--- src/rtl/motor_mix_ctrl.sv ---
// Motor mixer and arming sequencer: ramped collective throttle, quad-X/plus mixing,
// throttle-low arming, timed spin-up and a sensor-loss watchdog with controlled descent.
module motor_mix_ctrl #(
    parameter int DUTY_W      = 16,
    parameter int CORR_W      = 24,
    parameter int CORR_SHIFT  = 8,
    parameter int MIX_MODE    = 0,
    parameter int PWM_MIN     = 0,
    parameter int PWM_IDLE    = 8000,
    parameter int PWM_MAX     = 60000,
    parameter int RAMP_STEP   = 200,
    parameter int RAMP_DIV    = 50000,
    parameter int SPIN_TICKS  = 500,
    parameter int TIMEOUT_CYC = 2500000
) (
    input  logic                     clk,
    input  logic                     rst_n,
    input  logic                     arm,
    input  logic [DUTY_W-1:0]        thr_target,
    input  logic                     corr_valid,
    input  logic signed [CORR_W-1:0] corr_pitch,
    input  logic signed [CORR_W-1:0] corr_roll,
    input  logic signed [CORR_W-1:0] corr_yaw,
    output logic [DUTY_W-1:0]        duty_1,
    output logic [DUTY_W-1:0]        duty_2,
    output logic [DUTY_W-1:0]        duty_3,
    output logic [DUTY_W-1:0]        duty_4,
    output logic                     duty_oe,
    output logic [1:0]               mix_state,
    output logic                     failsafe
);
    localparam int SW  = CORR_W + 2;
    localparam int TW  = (RAMP_DIV > 1) ? $clog2(RAMP_DIV) : 1;
    localparam int WW  = $clog2(TIMEOUT_CYC + 1);
    localparam int STW = $clog2(SPIN_TICKS + 1);

    localparam logic [DUTY_W-1:0] P_MIN  = DUTY_W'(PWM_MIN);
    localparam logic [DUTY_W-1:0] P_IDLE = DUTY_W'(PWM_IDLE);
    localparam logic [DUTY_W-1:0] P_MAX  = DUTY_W'(PWM_MAX);
    localparam logic [DUTY_W-1:0] STEP   = DUTY_W'(RAMP_STEP);
    localparam logic signed [SW-1:0] LO  = SW'(PWM_IDLE);
    localparam logic signed [SW-1:0] HI  = SW'(PWM_MAX);

    typedef enum logic [1:0] {
        DISARMED = 2'd0,
        SPINUP   = 2'd1,
        ACTIVE   = 2'd2,
        FAILSAFE = 2'd3
    } state_t;

    state_t state, state_nx;
    logic [TW-1:0]     tick_cnt;
    logic              tick;
    logic [STW-1:0]    spin_cnt;
    logic [WW-1:0]     wdog, wdog_nx;
    logic [DUTY_W-1:0] cur_thr, thr_goal, thr_ramp, thr_down;
    logic              accept;

    logic                     s1_v, s2_v;
    logic signed [CORR_W-1:0] s1_p, s1_r, s1_y;
    logic [DUTY_W-1:0]        s1_t;
    logic signed [SW-1:0]     pe, re, ye, te;
    logic signed [SW-1:0]     mix [4];
    logic signed [SW-1:0]     s2_m [4];

    assign tick      = (tick_cnt == TW'(RAMP_DIV - 1));
    assign mix_state = state;
    assign accept    = corr_valid && arm && (state == ACTIVE);

    always_ff @(posedge clk or negedge rst_n) begin
        if (!rst_n)    tick_cnt <= '0;
        else if (tick) tick_cnt <= '0;
        else           tick_cnt <= tick_cnt + 1'b1;
    end

    always_comb begin
        thr_goal = thr_target;
        if (thr_target < P_IDLE)     thr_goal = P_IDLE;
        else if (thr_target > P_MAX) thr_goal = P_MAX;

        thr_ramp = cur_thr;
        if (cur_thr < thr_goal)
            thr_ramp = (thr_goal - cur_thr > STEP) ? cur_thr + STEP : thr_goal;
        else if (cur_thr > thr_goal)
            thr_ramp = (cur_thr - thr_goal > STEP) ? cur_thr - STEP : thr_goal;

        thr_down = (cur_thr - P_IDLE > STEP) ? cur_thr - STEP : P_IDLE;

        // A frame in the timeout cycle clears the watchdog, so it wins over the timeout.
        if (corr_valid)                        wdog_nx = '0;
        else if (wdog == WW'(TIMEOUT_CYC))     wdog_nx = wdog;
        else                                   wdog_nx = wdog + 1'b1;
    end

    always_comb begin
        state_nx = state;
        if (!arm) begin
            state_nx = DISARMED;
        end else begin
            case (state)
                DISARMED: if (thr_target <= P_IDLE && !failsafe) state_nx = SPINUP;
                SPINUP:   if (tick && spin_cnt == STW'(SPIN_TICKS - 1)) state_nx = ACTIVE;
                ACTIVE:   if (wdog_nx == WW'(TIMEOUT_CYC)) state_nx = FAILSAFE;
                FAILSAFE: if (tick && cur_thr == P_IDLE) state_nx = DISARMED;
                default:  state_nx = DISARMED;
            endcase
        end
    end

    always_ff @(posedge clk or negedge rst_n) begin
        if (!rst_n) begin
            state    <= DISARMED;
            spin_cnt <= '0;
            wdog     <= '0;
            cur_thr  <= P_IDLE;
            failsafe <= 1'b0;
        end else begin
            state    <= state_nx;
            spin_cnt <= (state == SPINUP) ? (tick ? spin_cnt + 1'b1 : spin_cnt) : '0;
            wdog     <= (state == ACTIVE) ? wdog_nx : '0;
            case (state)
                ACTIVE:   if (tick) cur_thr <= thr_ramp;
                FAILSAFE: if (tick) cur_thr <= thr_down;
                default:  cur_thr <= P_IDLE;
            endcase
            if (!arm)
                failsafe <= 1'b0;
            else if (state == ACTIVE && state_nx == FAILSAFE)
                failsafe <= 1'b1;
        end
    end

    always_ff @(posedge clk or negedge rst_n) begin
        if (!rst_n) begin
            s1_v <= 1'b0;
            s2_v <= 1'b0;
        end else begin
            s1_v <= accept;
            s2_v <= s1_v && arm;
        end
    end

    always_ff @(posedge clk) begin
        if (accept) begin
            s1_p <= corr_pitch >>> CORR_SHIFT;
            s1_r <= corr_roll  >>> CORR_SHIFT;
            s1_y <= corr_yaw   >>> CORR_SHIFT;
            s1_t <= cur_thr;
        end
        for (int unsigned i = 0; i < 4; i++) s2_m[i] <= mix[i];
    end

    always_comb begin
        pe = SW'(s1_p);
        re = SW'(s1_r);
        ye = SW'(s1_y);
        te = SW'(s1_t);
        if (MIX_MODE == 0) begin
            mix[0] = te + pe + re - ye;
            mix[1] = te + pe - re + ye;
            mix[2] = te - pe - re - ye;
            mix[3] = te - pe + re + ye;
        end else begin
            mix[0] = te + pe - ye;
            mix[1] = te - re + ye;
            mix[2] = te - pe - ye;
            mix[3] = te + re + ye;
        end
    end

    function automatic logic [DUTY_W-1:0] clamp_duty(input logic signed [SW-1:0] s);
        if (s < LO)      return P_IDLE;
        else if (s > HI) return P_MAX;
        else             return s[DUTY_W-1:0];
    endfunction

    // Disarm publish outranks everything; in-flight frames are dropped by the flush.
    always_ff @(posedge clk or negedge rst_n) begin
        if (!rst_n) begin
            duty_1  <= P_MIN;
            duty_2  <= P_MIN;
            duty_3  <= P_MIN;
            duty_4  <= P_MIN;
            duty_oe <= 1'b0;
        end else begin
            duty_oe <= 1'b0;
            if (state != DISARMED && state_nx == DISARMED) begin
                {duty_1, duty_2, duty_3, duty_4} <= {4{P_MIN}};
                duty_oe <= 1'b1;
            end else if (state == SPINUP && tick) begin
                {duty_1, duty_2, duty_3, duty_4} <= {4{P_IDLE}};
                duty_oe <= 1'b1;
            end else if (state == FAILSAFE && tick) begin
                {duty_1, duty_2, duty_3, duty_4} <= {4{thr_down}};
                duty_oe <= 1'b1;
            end else if (s2_v && arm) begin
                duty_1  <= clamp_duty(s2_m[0]);
                duty_2  <= clamp_duty(s2_m[1]);
                duty_3  <= clamp_duty(s2_m[2]);
                duty_4  <= clamp_duty(s2_m[3]);
                duty_oe <= 1'b1;
            end
        end
    end
endmodule

--- config.mk ---
export PLATFORM = sky130hd
export DESIGN_NAME = motor_mix_ctrl
export DESIGN_NICKNAME = d
export VERILOG_FILES = /design/src/rtl/motor_mix_ctrl.sv
export SDC_FILE = /design/constraint.sdc
export NUM_CORES = 1
export LEC_CHECK = 0
export ABC_AREA = 1
export CAP_MARGIN = 25
export CELL_PAD_IN_SITES_DETAIL_PLACEMENT = 0
export CELL_PAD_IN_SITES_GLOBAL_PLACEMENT = 2
export CORE_ASPECT_RATIO = 1.1
export CORE_MARGIN = 2
export CORE_UTILIZATION = 38
export DETAILED_ROUTE_END_ITERATION = 6
export PLACE_DENSITY_LB_ADDON = 0.1
export SYNTH_ARGS = -nofsm -noshare
export SYNTH_HDL_FRONTEND = slang
export SYNTH_SLANG_ARGS = --single-unit
--- constraint.sdc ---
create_clock -name clk -period 11.6 [get_ports clk]
set_input_delay 1.16 -clock clk [delete_from_list [all_inputs] [get_ports clk]]
set_output_delay 1.16 -clock clk [all_outputs]
set_load 0.01 [all_outputs]
* Yosys cells after proc, flatten, opt, wreduce, memory -nomap -nowiden *
Memory sizes are Yosys's and may differ from the RTL's.
Index checks and enable logic that the tools add are counted.

operators by class
  div/mod/pow operators = 0
  bitwise logic cells = 0
  multiply operators = 0
  order comparisons = 16
  reduce and logical (&&, ||, !) cells = 17
  equal/unequal tests = 14
  shift operators = 0
  add/sub/neg operators = 18
  mux-type cells = 52

operators with widths
  kind                                                                                number
  16-bit 2-to-1 mux                                                                   34
  26-bit by 17-bit greater-than comparator with 1-bit output (second input constant)  4
  26-bit by 14-bit less-than comparator with 1-bit output (second input constant)     4
  22-bit 2-to-1 mux                                                                   3
  16-bit by 8-bit greater-than comparator with 1-bit output (second input constant)   3
  22-bit equality test (second input constant)                                        2
  19-bit by 16-bit adder with 20-bit output                                           2
  19-bit by 16-bit subtractor with 20-bit output                                      2
  18-bit by 16-bit adder with 19-bit output                                           2
  18-bit by 16-bit subtractor with 19-bit output                                      2
  16-bit one-hot mux with 2 select lines                                              1
  16-bit subtractor                                                                   2
  22-bit by 1-bit adder with 22-bit output (second input constant)                    1
  17-bit by 16-bit adder with 18-bit output                                           1
  9-bit 2-to-1 mux                                                                    2
  17-bit by 16-bit subtractor with 18-bit output                                      1
  16-bit by 1-bit adder with 16-bit output (second input constant)                    1
  16-bit by 8-bit adder with 16-bit output (second input constant)                    1
  16-bit by 13-bit equality test with 1-bit output (second input constant)            1
  16-bit equality test (second input constant)                                        1
  16-bit greater-than comparator                                                      1
  16-bit greater-than comparator (second input constant)                              1
  16-bit by 13-bit <= comparator with 1-bit output (second input constant)            1
  16-bit by 13-bit less-than comparator with 1-bit output (second input constant)     1
  19 further kinds                                                                    43

word-level totals
  memories kept = 1
  register bits = 197
  bits in read-only memories = 0
  memory bits (writable) = 104
  output and inout port bits = 68
  input bits = 92
  word-level logic and storage cells = 135
  bits in latches = 0

memories
  memory  words  width  rd ports  clocked after memory_dff  wr ports  RTL line  source
  s2_m    4      26     4         0                         4         64        logic signed [SW-1:0] s2_m [4];

* Logic depth before layout (Yosys ltp) *
  depth after elaboration = 11
  mapped depth = 34
  gate-level depth less buffers = 32

* Least setup slack after synthesis *
No wires, ideal clock.

  kind = input-to-reg
  start point = in corr_valid
  end point = reg s1_v
  arrival = 6.166 ns
  data required time = 11.021 ns
  buffers on the path = 2
  setup time = 0.579 ns
  slack = 4.854 ns
  stages on the path = 4
  path through = clkbuf_1 inv_1 buf_1 nor3_1

between the ends
  cells in the longest elaborated chain, start to end = 2

RTL lines
  element                          RTL line  source
  from (decl)                      20        input logic corr_valid,
  1-bit logical AND (2 in series)  68        assign accept = corr_valid && arm && (state == ACTIVE);
  via accept                       57        logic accept;
  to (signal assigned)             138       s1_v <= accept;
  to (decl)                        59        logic s1_v, s2_v;

The timed path passes the listed nets, and every way through them passes these cells.
A chain may end at the register's enable or synchronous reset.

* Final worst setup path *
  start point = in thr_target[13]
  end point = reg cur_thr[12]

between the ends
  cells in the longest elaborated chain, start to end = 10
  elaborated cells on any way between the ends = 18
  those cells by class = 2 x add/sub; 6 x order compare; 1 x eq/ne; 8 x mux; 1 x reduce/logical

RTL lines
  element                                                    RTL line  source
  from (decl)                                                19        input logic [DUTY_W-1:0] thr_target,
  16-bit greater-than comparator                             79        else if (thr_target > P_MAX) thr_goal = P_MAX;
  16-bit 2-to-1 mux                                          79
  16-bit 2-to-1 mux *                                        78        if (thr_target < P_IDLE) thr_goal = P_IDLE;
  16-bit subtractor                                          85        thr_ramp = (cur_thr - thr_goal > STEP) ? cur_thr - STEP : thr_goal;
  16-bit by 8-bit greater-than comparator with 1-bit output  85
  16-bit 2-to-1 mux                                          85
  16-bit 2-to-1 mux                                          84        else if (cur_thr > thr_goal)
  16-bit 2-to-1 mux                                          82        if (cur_thr < thr_goal)
  16-bit 2-to-1 mux                                          122       ACTIVE: if (tick) cur_thr <= thr_ramp;
  16-bit one-hot mux with 2 select lines                     121       case (state)
  to (signal assigned)                                       122
  to (signal assigned)                                       123       FAILSAFE: if (tick) cur_thr <= thr_down;
  to (decl)                                                  56        logic [DUTY_W-1:0] cur_thr, thr_goal, thr_ramp, thr_down;

Mark *: on every way between the ends. The rest lies on a longest branch, timed or not. The select of a mux whose other input is x is not followed.

==> results.py <==
metrics = {
    "sta": {
        "slew_headroom": 0.329,
        "fin_worst_skew_ns": 0.0221,
        "setup_viol": 0,
        "hold_viol_final": 0,
        "max_freq_mhz": 155,
        "holdWs_ns": 0.451,
        "rsz0062_at_grt": "no",
        "finalSetupTns_ns": 0,
        "post-route-period-util": 0.555,
        "tightest_slew_ns": 1.01,
        "fin_ws_ns": 5.16,
        "finalMaxSlewViolations": 0,
        "fin_crit_ns": 6.44,
    },
    "synth": {
        "synth_top_family_by_area": "simple AND/OR/NAND/NOR gates",
        "synth_ff_type": "dfrtp_1",
        "synth-edff-count": 64,
        "syn-cell-area_um2": 20600,
        "avgSynthCellArea_um2": 7.69,
        "async_reset_ff_frac": 0.480,
        "syn_inst": 2678,
        "synthAdderAreaFrac": 0.163,
        "synth-seq-cells": 277,
        "synth_compound_area_frac": 0.106,
        "synthSimpleGateAreaFrac": 0.246,
        "ys_types": 59,
        "synth.area.top_cells": "dfrtp_1 15%, nand2_1 9.6%, edfxtp_1 9.3%",
        "synth_top_area_frac": 0.154,
        "yosys_warnings": 0,
        "ys_seq_area_frac": 0.333,
        "syn_nets": 2993,
        "synth_top_cell_by_area": "dfrtp_1",
        "synthMuxAreaShare": 0,
        "synthXorXnorAreaFrac": 0.0578,
    },
    "route": {
        "met2_wirelength_um": 28600,
        "remaining_drc_errors": 0,
        "first_pass_iters": 5,
        "routed_wl_um": 63800,
        "wl_met3_um": 3040,
        "viasPerCell": 5.03,
        "vias": 17825,
        "top_layer": "met4",
        "ant_nets": 0,
        "met1_length_um": 30700,
        "drt_iter0_markers": 1259,
        "wire_per_inst_um": 18.0,
    },
    "worst_setup_path": {
        "crit_type": "primary input to register",
        "rrSetupSlack_ns": 6.30,
        "cp_slowest_cell": "clkdlybuf4s50_1",
        "arrival_ns": 6.92,
        "start_kind": "primary input",
        "r2r_start": "s1_t[3]",
        "crit_buf_inv": 6,
        "r2r_end": "s2_m[1][18]",
        "required_ns": 12.08,
        "path_common_cell": "nand2_1",
        "cp-end-kind": "register",
        "cp_top_family": "simple AND/OR/NAND/NOR gates",
        "cp_max_fo": 19,
        "slowest_delay_ns": 0.69,
        "r2r_cells": 19,
    },
    "cells_and_area": {
        "fin_cells": 3543,
        "area_delta_synth_final_pct": 16.6,
        "fin_area_um2": 24000,
        "drive_gt1_frac": 0.0476,
        "final_util": 0.448,
        "top_register": "s2_m",
        "multiInputGateArea_um2": 11900,
        "insertedDiodeCount": 0,
        "nets": 3101,
        "largest_reg_flops": 80,
        "top_regs": "s2_m: 80 flops, wdog: 22 flops",
        "regArea_um2": 6860,
        "fill_cells": 5478,
    },
    "cts": {
        "cts-resized-gates": 0,
        "holdBufCountCts": 0,
        "cts_sinks": 277,
        "cts_htree_levels": 2,
        "clk_path_buf_depth": 3,
        "cts_tree": "yes",
        "cts_setup_buffers": 0,
        "cts_buffers": 37,
        "clk_pin_slew_ns": 0.07,
        "clock-root-buffer": "clkbuf_16",
        "clk_latency_ns": 0.55,
    },
    "placed_design": {
        "hpwl_um": 51000,
        "dp_cells": 3472,
        "place.gp.congestion": 0.901,
        "place_ws_ns": 4.60,
        "io_buffers": 135,
        "place_area_um2": 22600,
    },
    "hold_path": {
        "hold_path_depth": 2,
        "hp-start": "s1_v",
        "hold_path.class": "register to register",
        "min_to": "s2_v",
    },
    "power_and_ir_drop": {
        "power.switching_fraction": 0.233,
        "power.total_mw": 2.42,
        "p_leak_nw": 11.6,
        "switching_power_uw": 564,
        "irDropWorstVdd_v": 0.000101,
        "p_seq_frac": 0.411,
        "pwr-share-clk": 0.529,
        "p_per_area_nw_per_um2": 101,
        "p_int_mw": 1.85,
        "combPwrFrac": 0.060,
    },
    "job": {
        "max-cap-violations": 0,
    },
    "floorplanning": {
        "die_x_um": 226,
        "start_util": 0.385,
        "fp.dieH_um": 248,
        "die_area_um2": 56100,
        "ios": 160,
        "fp-row-count": 89,
        "core_area_um2": 53600,
    },
    "outcome": {
        "status": "finished clean",
    },
    "global_routing": {
        "grt_pass1_wl_um": 99200,
        "grt_usage": 0.229,
        "grt_pass1_vias": 17449,
        "grt_start_max_net_pins": 109,
        "overflow": 0,
        "antenna_found_initial": 1,
    },
}
==> cells in the mapped netlist, drive strengths merged, types with 22 or more instances <==
| cell type | n |
|---|---|
| dfxtp | 80 |
| fa | 76 |
| edfxtp | 64 |
| nor3 | 61 |
| o21ai | 112 |
| xor2 | 114 |
| nand2 | 534 |
| nand3 | 282 |
| a211oi | 24 |
| nor2 | 225 |
| inv | 407 |
| nand4 | 34 |
| ha | 147 |
| a21oi | 186 |
| xnor2 | 22 |
| buf | 38 |
| dfrtp | 127 |
| clkbuf | 40 |
==> worst max-delay path by stage <==
stage              startpoint  slack (ns)  cells after the start           to
2_1_floorplan      corr_valid        4.85                      4         s1_v
3_3_place_gp   thr_target[13]        4.62                     25  cur_thr[12]
3_5_place_dp   thr_target[13]        4.60                     25  cur_thr[12]
4_1_cts        thr_target[13]        5.18                     25  cur_thr[12]
5_1_grt        thr_target[13]        4.63                     25  cur_thr[12]
6_report       thr_target[13]        5.16                     25  cur_thr[12]
==> layer usage <==
metal / track usage / vias up
li1: - / 8947
met1: 0.321 / 8385
met2: 0.369 / 425
met3: 0.0349 / 68
met4: 0.0596 / 0
met5: 0 / -
==> worst min-delay path, cell delays in order (launching register included) <==
cell     delay [ns]
dfrtp_1        0.32
nand2_1        0.05
inv_1          0.05
==> final cells by class <==
cell class,instances,share of cell area
clock buffer,48,0.0441
clock inverter,20,0.0129
inverter,411,0.0642
multi-input combinational,1912,0.493
sequential,277,0.286
tap,728,0.0379
timing repair buffer,147,0.0619
==> cell usage in the layout, fill, tap and decap left out, drive strengths merged, types with 20 or more instances in the layout <==
cell type        n
nand2          534
inv            412
nand3          282
nor2           225
a21oi          186
ha             147
clkdlybuf4s50  134
dfrtp          127
xor2           114
o21ai          112
dfxtp           80
fa              76
edfxtp          64
nor3            61
clkbuf          48
nand4           34
a211oi          24
xnor2           22
a31oi           20
==> cells by family (layout without fill, tap and decap cells) <==
| kind of cell | Yosys count | after routing |
|---|---|---|
| adder cells (fa/ha/maj) | 223 | 223 |
| XOR/XNOR | 136 | 136 |
| buffers and inverters | 489 | 626 |
| AO/OA/AOI/OAI | 389 | 389 |
| flip-flops | 277 | 277 |
| AND/OR/NAND/NOR | 1164 | 1164 |
==> power by group through the flow <==
| stage | clock [mW] | combinational [mW] | sequential, mW |
|---|---|---|---|
| floorplan | 0 | 0.0846 | 1.01 |
| global placement | 0 | 0.144 | 1.01 |
| detailed placement | 0 | 0.144 | 1.01 |
| CTS | 1.32 | 0.145 | 0.993 |
| global route | 1.35 | 0.163 | 0.993 |
| finish | 1.28 | 0.146 | 0.994 |
No activity file was read; power rests on OpenSTA's default activity.
